===== src/rtl/div_pkg.sv =====
// Shared types and helpers for the iterative radix-2 restoring divider.
package div_pkg;

  typedef enum logic [1:0] {
    IDLE = 2'd0,
    CALC = 2'd1,
    FIX  = 2'd2,
    DONE = 2'd3
  } div_state_e;

  // abs_w works on a fixed 64-bit container; callers zero-extend their
  // W-bit operand and truncate the result back, so W may be at most 64.
  localparam int ABS_MAX_W = 64;

  // Conditional two's complement: returns -v when neg is set, v otherwise.
  // The low W bits of the result are correct for any W <= ABS_MAX_W.
  function automatic logic [ABS_MAX_W-1:0] abs_w(input logic [ABS_MAX_W-1:0] v,
                                                 input logic                 neg);
    return neg ? (~v + 64'd1) : v;
  endfunction

endpackage


===== src/rtl/iter_div_if.sv =====
// Operand/result bus of the iterative divider.
//
// Handshake: a transfer happens on a rising clk edge where valid && ready
// are both high. The producer holds valid and its payload stable until that
// edge; ready never depends combinationally on valid.
interface iter_div_if #(
  parameter int W = 32
);
  logic         in_valid;
  logic         in_ready;
  logic         is_signed;
  logic [W-1:0] dividend;
  logic [W-1:0] divisor;
  logic         out_valid;
  logic         out_ready;
  logic [W-1:0] quotient;
  logic [W-1:0] remainder;
  logic         div_by_zero;

  modport master (
    output in_valid, is_signed, dividend, divisor, out_ready,
    input  in_ready, out_valid, quotient, remainder, div_by_zero
  );

  modport slave (
    input  in_valid, is_signed, dividend, divisor, out_ready,
    output in_ready, out_valid, quotient, remainder, div_by_zero
  );
endinterface


===== src/rtl/div_step.sv =====
// One combinational restoring-division iteration on W-bit magnitudes.
module div_step #(
  parameter int W = 32
) (
  input  logic [W-1:0] partial_rem,
  input  logic         dvd_bit,
  input  logic [W-1:0] divisor_mag,
  output logic [W-1:0] rem_next,
  output logic         q_bit
);

  logic [W:0] shifted;

  // partial_rem < divisor_mag on entry, so the shifted value fits W+1 bits and
  // whichever value is kept afterwards fits back into W bits.
  always_comb begin
    shifted  = {partial_rem, dvd_bit};
    q_bit    = (shifted >= {1'b0, divisor_mag});
    rem_next = q_bit ? W'(shifted - {1'b0, divisor_mag}) : W'(shifted);
  end

endmodule


===== src/rtl/iter_div.sv =====
// Iterative radix-2 restoring divider: W CALC cycles, one FIX cycle, then the
// result is held in DONE until the consumer takes it.
module iter_div
  import div_pkg::*;
#(
  parameter int W = 32
) (
  input  logic       clk,
  input  logic       reset,
  input  logic       flush,
  iter_div_if.slave  bus,
  output div_state_e state_dbg
);

  localparam int CNT_W = $clog2(W + 1);

  div_state_e       state_q, state_d;
  logic [CNT_W-1:0] cnt_q, cnt_d;
  logic             dvd_neg_q, dvd_neg_d;
  logic             dvs_neg_q, dvs_neg_d;
  logic             dbz_q, dbz_d;
  logic [W-1:0]     dvs_mag_q, dvs_mag_d;
  logic [W-1:0]     shreg_q, shreg_d;
  logic [W-1:0]     prem_q, prem_d;
  logic [W-1:0]     quo_q, quo_d;
  logic [W-1:0]     rem_q, rem_d;
  logic             dbz_out_q, dbz_out_d;

  logic             accept;
  logic [W-1:0]     step_rem;
  logic             step_q_bit;

  assign accept = bus.in_valid && (state_q == IDLE) && !flush;

  div_step #(.W(W)) u_step (
    .partial_rem (prem_q),
    .dvd_bit     (shreg_q[W-1]),
    .divisor_mag (dvs_mag_q),
    .rem_next    (step_rem),
    .q_bit       (step_q_bit)
  );

  always_ff @(posedge clk) begin
    if (reset) begin
      state_q   <= IDLE;
      cnt_q     <= '0;
      dvd_neg_q <= 1'b0;
      dvs_neg_q <= 1'b0;
      dbz_q     <= 1'b0;
      dvs_mag_q <= '0;
      shreg_q   <= '0;
      prem_q    <= '0;
      quo_q     <= '0;
      rem_q     <= '0;
      dbz_out_q <= 1'b0;
    end else begin
      state_q   <= state_d;
      cnt_q     <= cnt_d;
      dvd_neg_q <= dvd_neg_d;
      dvs_neg_q <= dvs_neg_d;
      dbz_q     <= dbz_d;
      dvs_mag_q <= dvs_mag_d;
      shreg_q   <= shreg_d;
      prem_q    <= prem_d;
      quo_q     <= quo_d;
      rem_q     <= rem_d;
      dbz_out_q <= dbz_out_d;
    end
  end

  always_comb begin
    state_d = state_q;
    case (state_q)
      IDLE:    if (bus.in_valid) state_d = CALC;
      CALC:    if (cnt_q == CNT_W'(1)) state_d = FIX;
      FIX:     state_d = DONE;
      DONE:    if (bus.out_ready) state_d = IDLE;
      default: state_d = IDLE;
    endcase
    if (flush) state_d = IDLE;
  end

  always_comb begin
    cnt_d     = cnt_q;
    dvd_neg_d = dvd_neg_q;
    dvs_neg_d = dvs_neg_q;
    dbz_d     = dbz_q;
    dvs_mag_d = dvs_mag_q;
    shreg_d   = shreg_q;
    prem_d    = prem_q;
    quo_d     = quo_q;
    rem_d     = rem_q;
    dbz_out_d = dbz_out_q;
    if (accept) begin
      dvd_neg_d = bus.is_signed & bus.dividend[W-1];
      dvs_neg_d = bus.is_signed & bus.divisor[W-1];
      dbz_d     = (bus.divisor == '0);
      shreg_d   = W'(abs_w(ABS_MAX_W'(bus.dividend), dvd_neg_d));
      dvs_mag_d = W'(abs_w(ABS_MAX_W'(bus.divisor), dvs_neg_d));
      prem_d    = '0;
      cnt_d     = CNT_W'(W);
    end else if (!flush && state_q == CALC) begin
      prem_d  = step_rem;
      shreg_d = {shreg_q[W-2:0], step_q_bit};
      cnt_d   = cnt_q - CNT_W'(1);
    end else if (!flush && state_q == FIX) begin
      // A zero divisor leaves r_mag = |dividend|, so re-applying the dividend
      // sign restores the raw dividend; only the quotient needs the bypass.
      quo_d     = dbz_q ? '1 : W'(abs_w(ABS_MAX_W'(shreg_q), dvd_neg_q ^ dvs_neg_q));
      rem_d     = W'(abs_w(ABS_MAX_W'(prem_q), dvd_neg_q));
      dbz_out_d = dbz_q;
    end
  end

  always_comb begin
    bus.in_ready    = (state_q == IDLE);
    bus.out_valid   = (state_q == DONE);
    bus.quotient    = quo_q;
    bus.remainder   = rem_q;
    bus.div_by_zero = dbz_out_q;
    state_dbg       = state_q;
  end

endmodule

===== src/flat_wrapper.sv =====
// flat-port wrapper written by rule: the top's interface ports become plain ports
module iter_div_flat import div_pkg::*;
#(
  parameter int W = 32
)
  (clk, reset, flush, state_dbg, bus_in_valid, bus_is_signed, bus_dividend, bus_divisor, bus_out_ready, bus_in_ready, bus_out_valid, bus_quotient, bus_remainder, bus_div_by_zero);
  iter_div_if #(.W(W)) bus_i ();
  input  logic clk;
  input  logic reset;
  input  logic flush;
  output div_state_e state_dbg;
  input wire logic [$bits(bus_i.in_valid)-1:0] bus_in_valid;
  input wire logic [$bits(bus_i.is_signed)-1:0] bus_is_signed;
  input wire logic [$bits(bus_i.dividend)-1:0] bus_dividend;
  input wire logic [$bits(bus_i.divisor)-1:0] bus_divisor;
  input wire logic [$bits(bus_i.out_ready)-1:0] bus_out_ready;
  output wire logic [$bits(bus_i.in_ready)-1:0] bus_in_ready;
  output wire logic [$bits(bus_i.out_valid)-1:0] bus_out_valid;
  output wire logic [$bits(bus_i.quotient)-1:0] bus_quotient;
  output wire logic [$bits(bus_i.remainder)-1:0] bus_remainder;
  output wire logic [$bits(bus_i.div_by_zero)-1:0] bus_div_by_zero;
  assign bus_i.in_valid = bus_in_valid;
  assign bus_i.is_signed = bus_is_signed;
  assign bus_i.dividend = bus_dividend;
  assign bus_i.divisor = bus_divisor;
  assign bus_i.out_ready = bus_out_ready;
  assign bus_in_ready = bus_i.in_ready;
  assign bus_out_valid = bus_i.out_valid;
  assign bus_quotient = bus_i.quotient;
  assign bus_remainder = bus_i.remainder;
  assign bus_div_by_zero = bus_i.div_by_zero;
  iter_div #(.W(W)) u_core (.clk(clk), .reset(reset), .flush(flush), .bus(bus_i), .state_dbg(state_dbg));
endmodule

===== config.mk =====
export PLATFORM = sky130hd
export DESIGN_NAME = iter_div_flat
export DESIGN_NICKNAME = d
export VERILOG_FILES = /design/src/rtl/div_pkg.sv /design/src/rtl/iter_div_if.sv /design/src/rtl/div_step.sv /design/src/rtl/iter_div.sv /design/src/flat_wrapper.sv
export SDC_FILE = /design/constraint.sdc
export NUM_CORES = 1
export LEC_CHECK = 0
export CAP_MARGIN = 15
export CORE_ASPECT_RATIO = 1.25
export CORE_UTILIZATION = 40
export DETAILED_ROUTE_END_ITERATION = 8
export SYNTH_ARGS = -nofsm -noshare
export SYNTH_HDL_FRONTEND = slang
export SYNTH_SLANG_ARGS = --single-unit
export TNS_END_PERCENT = 20

===== constraint.sdc =====
create_clock -name clk -period 2.5 [get_ports clk]
set_input_delay 0.5 -clock clk [delete_from_list [all_inputs] [get_ports clk]]
set_output_delay 0.5 -clock clk [all_outputs]
set_load 0.005 [all_outputs]

## Word-level counts from Yosys, hierarchy flattened

Cells that the tools add are included.

| operators by class | value |
|---|---|
| reduce and logical (&&, ||, !) cells | 12 |
| add/sub/neg operators | 6 |
| bitwise operators | 9 |
| magnitude comparators | 1 |
| equal/unequal tests | 7 |
| muxes and demuxes | 14 |

Operator list:

| operator | count |
|---|---|
| 2-to-1 mux 32 bit | 8 |
| adder 32 x 1 -> 32 bit (second input constant) | 4 |
| inverter 32 bit | 4 |
| >= comparator 33 x 32 -> 1 bit | 1 |
| zero test 32 bit | 1 |
| subtractor 32 bit | 1 |
| 2-to-1 mux 6 bit | 2 |
| one-hot mux 2 bit (4 select lines) | 1 |
| == test 6 x 1 -> 1 bit (second input constant) | 1 |
| 2-to-1 mux 2 bit | 3 |
| AND reduction 3 bit | 2 |
| subtractor 6 x 1 -> 6 bit (second input constant) | 1 |
| == test 2 bit (second input constant) | 2 |
| logical AND 1 bit | 4 |
| inequality test 2 bit (second input constant) | 2 |
| OR reduction 2 bit | 2 |
| AND 1 bit | 2 |
| == test 2 x 1 -> 1 bit (second input constant) | 1 |
| zero test 2 bit | 1 |
| inequality test 2 x 1 -> 1 bit (second input constant) | 1 |
| inverter 1 bit | 2 |
| nonzero test 2 bit | 1 |
| zero test 1 bit | 1 |
| bitwise XOR 1 bit | 1 |

| storage, ports and cells | value |
|---|---|
| output and inout bits | 69 |
| logic and storage cells | 61 |
| register bits | 172 |
| input bits | 70 |

## Longest topological paths before layout

| depth | value |
|---|---|
| depth after elaboration | 5 |
| gate-level depth with buffers | 13 |
| depth with buffers taken out | 11 |

## Modules after synthesis

Synthesis repeated with hierarchy kept, for this count alone.

| unflattened totals | value |
|---|---|
| cells, all modules | 1514 |
| area total of the unflattened synthesis | 11901.4 um^2 |

By module, submodules not included:

| module | cells an instance | sequential area each (um^2) | area each (um^2) | instances |
|---|---|---|---|---|
| iter_div | 1160 | 3443.3 | 9342.7 | 1 |
| div_step | 354 | 0.0 | 2558.7 | 1 |

## Worst setup path after synthesis

No wires, ideal clock.

| path | value |
|---|---|
| path type | register -> register |
| start point | reg u_core.prem_q[6] |
| end point | reg u_core.prem_q[10] |
| library setup time | 0.132 ns |
| path buffers | 3 |
| stages on the path, launching flop included | 12 |
| period minus slack after synthesis | 2.695 ns |
| path slack | -0.195 ns |
| required time | 2.368 ns |
| data arrival time | 2.563 ns |
| cell sequence | dfxtp_1 -> ha_1 -> clkbuf_1 -> nand3_1 -> o21bai_1 -> a2111o_1 -> a21oi_2 -> a21o_1 -> buf_4 -> buf_4 -> mux2i_1 -> a21oi_1 |

| on the way | value |
|---|---|
| word-level cells in the longest chain between the ends | 2 |
| elaborated cells on any way between the ends | 3 |
| those cells by class | add/sub: 1; order compare: 1; mux: 1 |

Ends and longest elaborated chain:

| item | RTL line | text |
|---|---|---|
| start, declared | iter_div.sv:24 | `logic [W-1:0] prem_q, prem_d;` |
| start signal, assigned | iter_div.sv:64 | `prem_q <= prem_d;` |
| subtractor 32 bit or >= comparator 33 x 32 -> 1 bit (tied branches) | div_step.sv:19, div_step.sv:18 |  |
| 2-to-1 mux 32 bit (*) | div_step.sv:19 | `rem_next = q_bit ? W'(shifted - {1'b0, divisor_mag}) : W'(shifted);` |

Mark *: on every way between the ends. The rest lies on a longest branch, timed or not.
A chain may end at the register's enable or synchronous reset.

## Worst setup path after layout

| path | value |
|---|---|
| start point | reg u_core.prem_q[9] |
| end point | reg u_core.prem_q[1] |

| on the way | value |
|---|---|
| word-level cells in the longest chain between the ends | 2 |

Ends and longest elaborated chain:

| item | RTL line | text |
|---|---|---|
| >= comparator 33 x 32 -> 1 bit | div_step.sv:18 | `q_bit = (shifted >= {1'b0, divisor_mag});` |
| 2-to-1 mux 32 bit | div_step.sv:19 |  |

Every way passes these cells.

==> impl_metrics.csv <==
group,metric,value,unit
run_status,status,"complete, but fails checks",
run_status,violations,"DRC, setup timing",
synth,synthCells,1447,
worst_setup_path,criticalPathCategory,"flip-flop to flip-flop",
synth,ys.flop_type,"dfxtp_1",
worst_setup_path,cp_max_fo,6,
clock_tree,htree_levels,4,
clock_tree,holdBufCountCts,0,
power,p_per_area,535.2,nW/um2
route,ant_nets,0,
global_route,grt_pass1_wl,59.43,mm
global_route,grt_antenna_before_repair,0,
synth,synth_area,11250,um2
synth,synthXorXnorAreaFrac,11.37,%
clock_tree,ctsLongestPathBuffers,2,
synth,synth.area.mux_share,2.581,%
clock_tree,numCtsBuffers,17,
timing,setup_slack,-164.4,ps
floorplan,die_h,189.5,um
timing,finalSetupTns,-2323,ps
synth,ys_ff_latch,172,
synth,netlist.area_leader.share,30.62,%
synth,synth_common_cells,"nor2_1, dfxtp_1, nand2_1",
route,firstDrtPassIters,7,
route,vias,11610,
worst_setup_path,crit_required,2850,ps
clock_tree,worstSkewPairLatency,450,ps
layout,final_net_count,1866,
job,drv_cap,0,
synth,yosys.area_share.adder,4.850,%
route,drc,8,
power,peakVddDrop,0.4587,mV
placed_design,place_congestion,0.8851,
global_route,grt_pass1_vias,11510,
synth,synth_most_common_cell,"nor2_1",
layout,insertedDiodeCount,0,
placed_design,place_area,14540,um2
floorplan,die_x,152.0,um
clock_tree,clkTransAtPathRegs,70,ps
clock_tree,cts_tree,"done",
clock_tree,root_buffer,"clkbuf_16",
route,wl_per_cell,17.56,um
clock_tree,cts_sinks,172,
global_route,grt_max_degree,64,
synth,synth_area_leaders,"dfxtp_1, xor2_1, nor2_1",
timing,fin_crit_sh,106.6,%
power,p_leak,0.006293,uW
timing,max_slew_margin,53.67,%
synth,synth-simple-area-share,22.37,%
synth,syn_avg_cell_area,7.773,um2
layout,final_area,16000,um2
layout,fin_util,57.88,%
min_path,hold_class,"flip-flop to flip-flop",
synth,synth-edff-count,0,
timing,period_needed,2664,ps
synth,ys_seq_area_share,30.62,%
global_route,grt_overflow,0,
timing,setup_viol,34,
layout,register_area,3470,um2
layout,drive_gt1_share,24.97,%
synth,async_reset_ff_share,0,%
synth,yosys_warnings,0,
worst_setup_path,cp.arrival,3020,ps
route,wl,37.15,mm
layout,multi_input_area,7893,um2
layout,fillerInstances,2533,
synth,synthDistinctLibCells,74,
floorplan,core.rowCount,68,
worst_setup_path,cp-start-kind,"flip-flop",
synth,synth-compound-area-share,22.64,%
timing,rsz0062_at_grt,"yes",
synth,synth_top_family_by_area,"compound AO/OA/AOI/OAI gates",
timing,max_slew.worst_pin.slew,693.1,ps
placed_design,io_buffers,138,
floorplan,die-area,28800,um2
layout,area_growth,42.30,%
timing,final.setup_skew,11.24,ps
floorplan,fp.coreArea,27650,um2
floorplan,ios,139,
timing,final-max-slew-violation-count,0,
placed_design,hpwl,28.31,mm
route,vias_per_cell,5.489,
timing,hold_viol,0,
synth,yosysTopAreaCell,"dfxtp_1",
worst_setup_path,endpoint_kind,"flip-flop",
global_route,grt_usage,25.88,%
floorplan,start_util,40.67,%
route,drt-initial-drc-count,704,
placed_design,preCtsSetupSlack,-667.7,ps
synth,syn_nets,1560,
timing,fmax,375.3,MHz
power,total_power,8566,uW
stage by stage:
stage                     hold WS [ps]  instances
final                            465.8       2116
after global placement           447.2       2060
after global routing             507.7       2116
after CTS                        464.5       2109
after detailed placement         454.5       2060
after floorplan                  440.0       1447
path summary, 6_finish.rpt:
path	startpoint	to	slack, ps	cells after the start
max reg2reg	u_core.prem_q[9]	u_core.prem_q[1]	-160	10
min	u_core.bus.remainder[0]	u_core.bus.remainder[0]	470	2
min reg2reg	u_core.bus.remainder[0]	u_core.bus.remainder[0]	470	2
max	u_core.prem_q[9]	u_core.prem_q[1]	-160	10
timing repair:
| action | CTS | global route |
|---|---|---|
| gates resized for setup | 101 | 67 |
| pin swaps | 39 | 48 |
| setup endpoints to repair | 50 | 68 |
| gates cloned | 2 | 1 |
| buffers inserted | 15 | 7 |
cells by family (layout without fill, tap and decap cells):
family / after synthesis / after routing
AO/OA/AOI/OAI: 385 / 385
adder cells (fa/ha/maj): 43 / 43
buffers and inverters: 156 / 475
flip-flops: 172 / 172
multiplexers: 29 / 29
XOR/XNOR: 146 / 146
AND/OR/NAND/NOR: 516 / 516
state kept, by name, indices dropped and copies added, names as in the netlist, 2 cells and up:
name	flops
u_core.bus.remainder	32
u_core.prem_q	32
u_core.shreg_q	32
u_core.state_dbg	2
u_core.dvs_mag_q	32
u_core.bus.quotient	32
u_core.cnt_q	6
cell type report:
cell class                      instances  share of cell area, %
Clock inverter                         12                 0.8053
Sequential cell                       172                  21.68
Inverter                               56                  1.345
Tap cell                              350                  2.736
Clock buffer                           20                  2.791
Multi-Input combinational cell       1119                  49.32
Timing Repair Buffer                  387                  21.33
power by group:
part           switching, uW  total, uW  leakage, uW  internal [uW]
sequential               124       2980      0.00141           2860
clock                   1250       2680     0.000281           1430
combinational           1500       2900      0.00460           1400
critical path, stage by stage, from the launching register on:
cell and delay (ps):
dfxtp_2 370, ha_4 290, a21oi_1 150, nor2_4 150, nor3_4 60, a2111o_1 490
a21oi_4 260, buf_6 140, a21oi_4 70, or4_4 500, o311ai_1 80
layer usage:
metal | GRT usage (%) | part of all wire (%) | wire length (um)
met1 | 28.10 | 40 | 14750
met2 | 48.81 | 53 | 19550
met3 | 3.662 | 3.1 | 1144
met4 | 13.27 | 4.6 | 1708
met5 | 0 | 0 | 0
cell usage in the layout, fill, tap and decap left out, types with 17 or more instances in the layout:
cell type,netlist,layout
buf_4,3,232
nor2_1,190,183
dfxtp_1,172,153
nand2_1,130,128
clkdlybuf4s50_1,0,128
a21oi_1,104,93
xor2_1,84,81
o21ai_0,70,63
xnor2_1,62,62
a211oi_1,59,56
inv_1,56,46
nor3_1,49,45
a311oi_1,34,33
mux2i_1,29,28
ha_1,42,26
o22ai_1,20,20
nand4_1,19,19
o31ai_1,25,19
nand3_1,21,18
dfxtp_2,0,18
clkbuf_16,0,17
(Power assumes the default switching activity.)
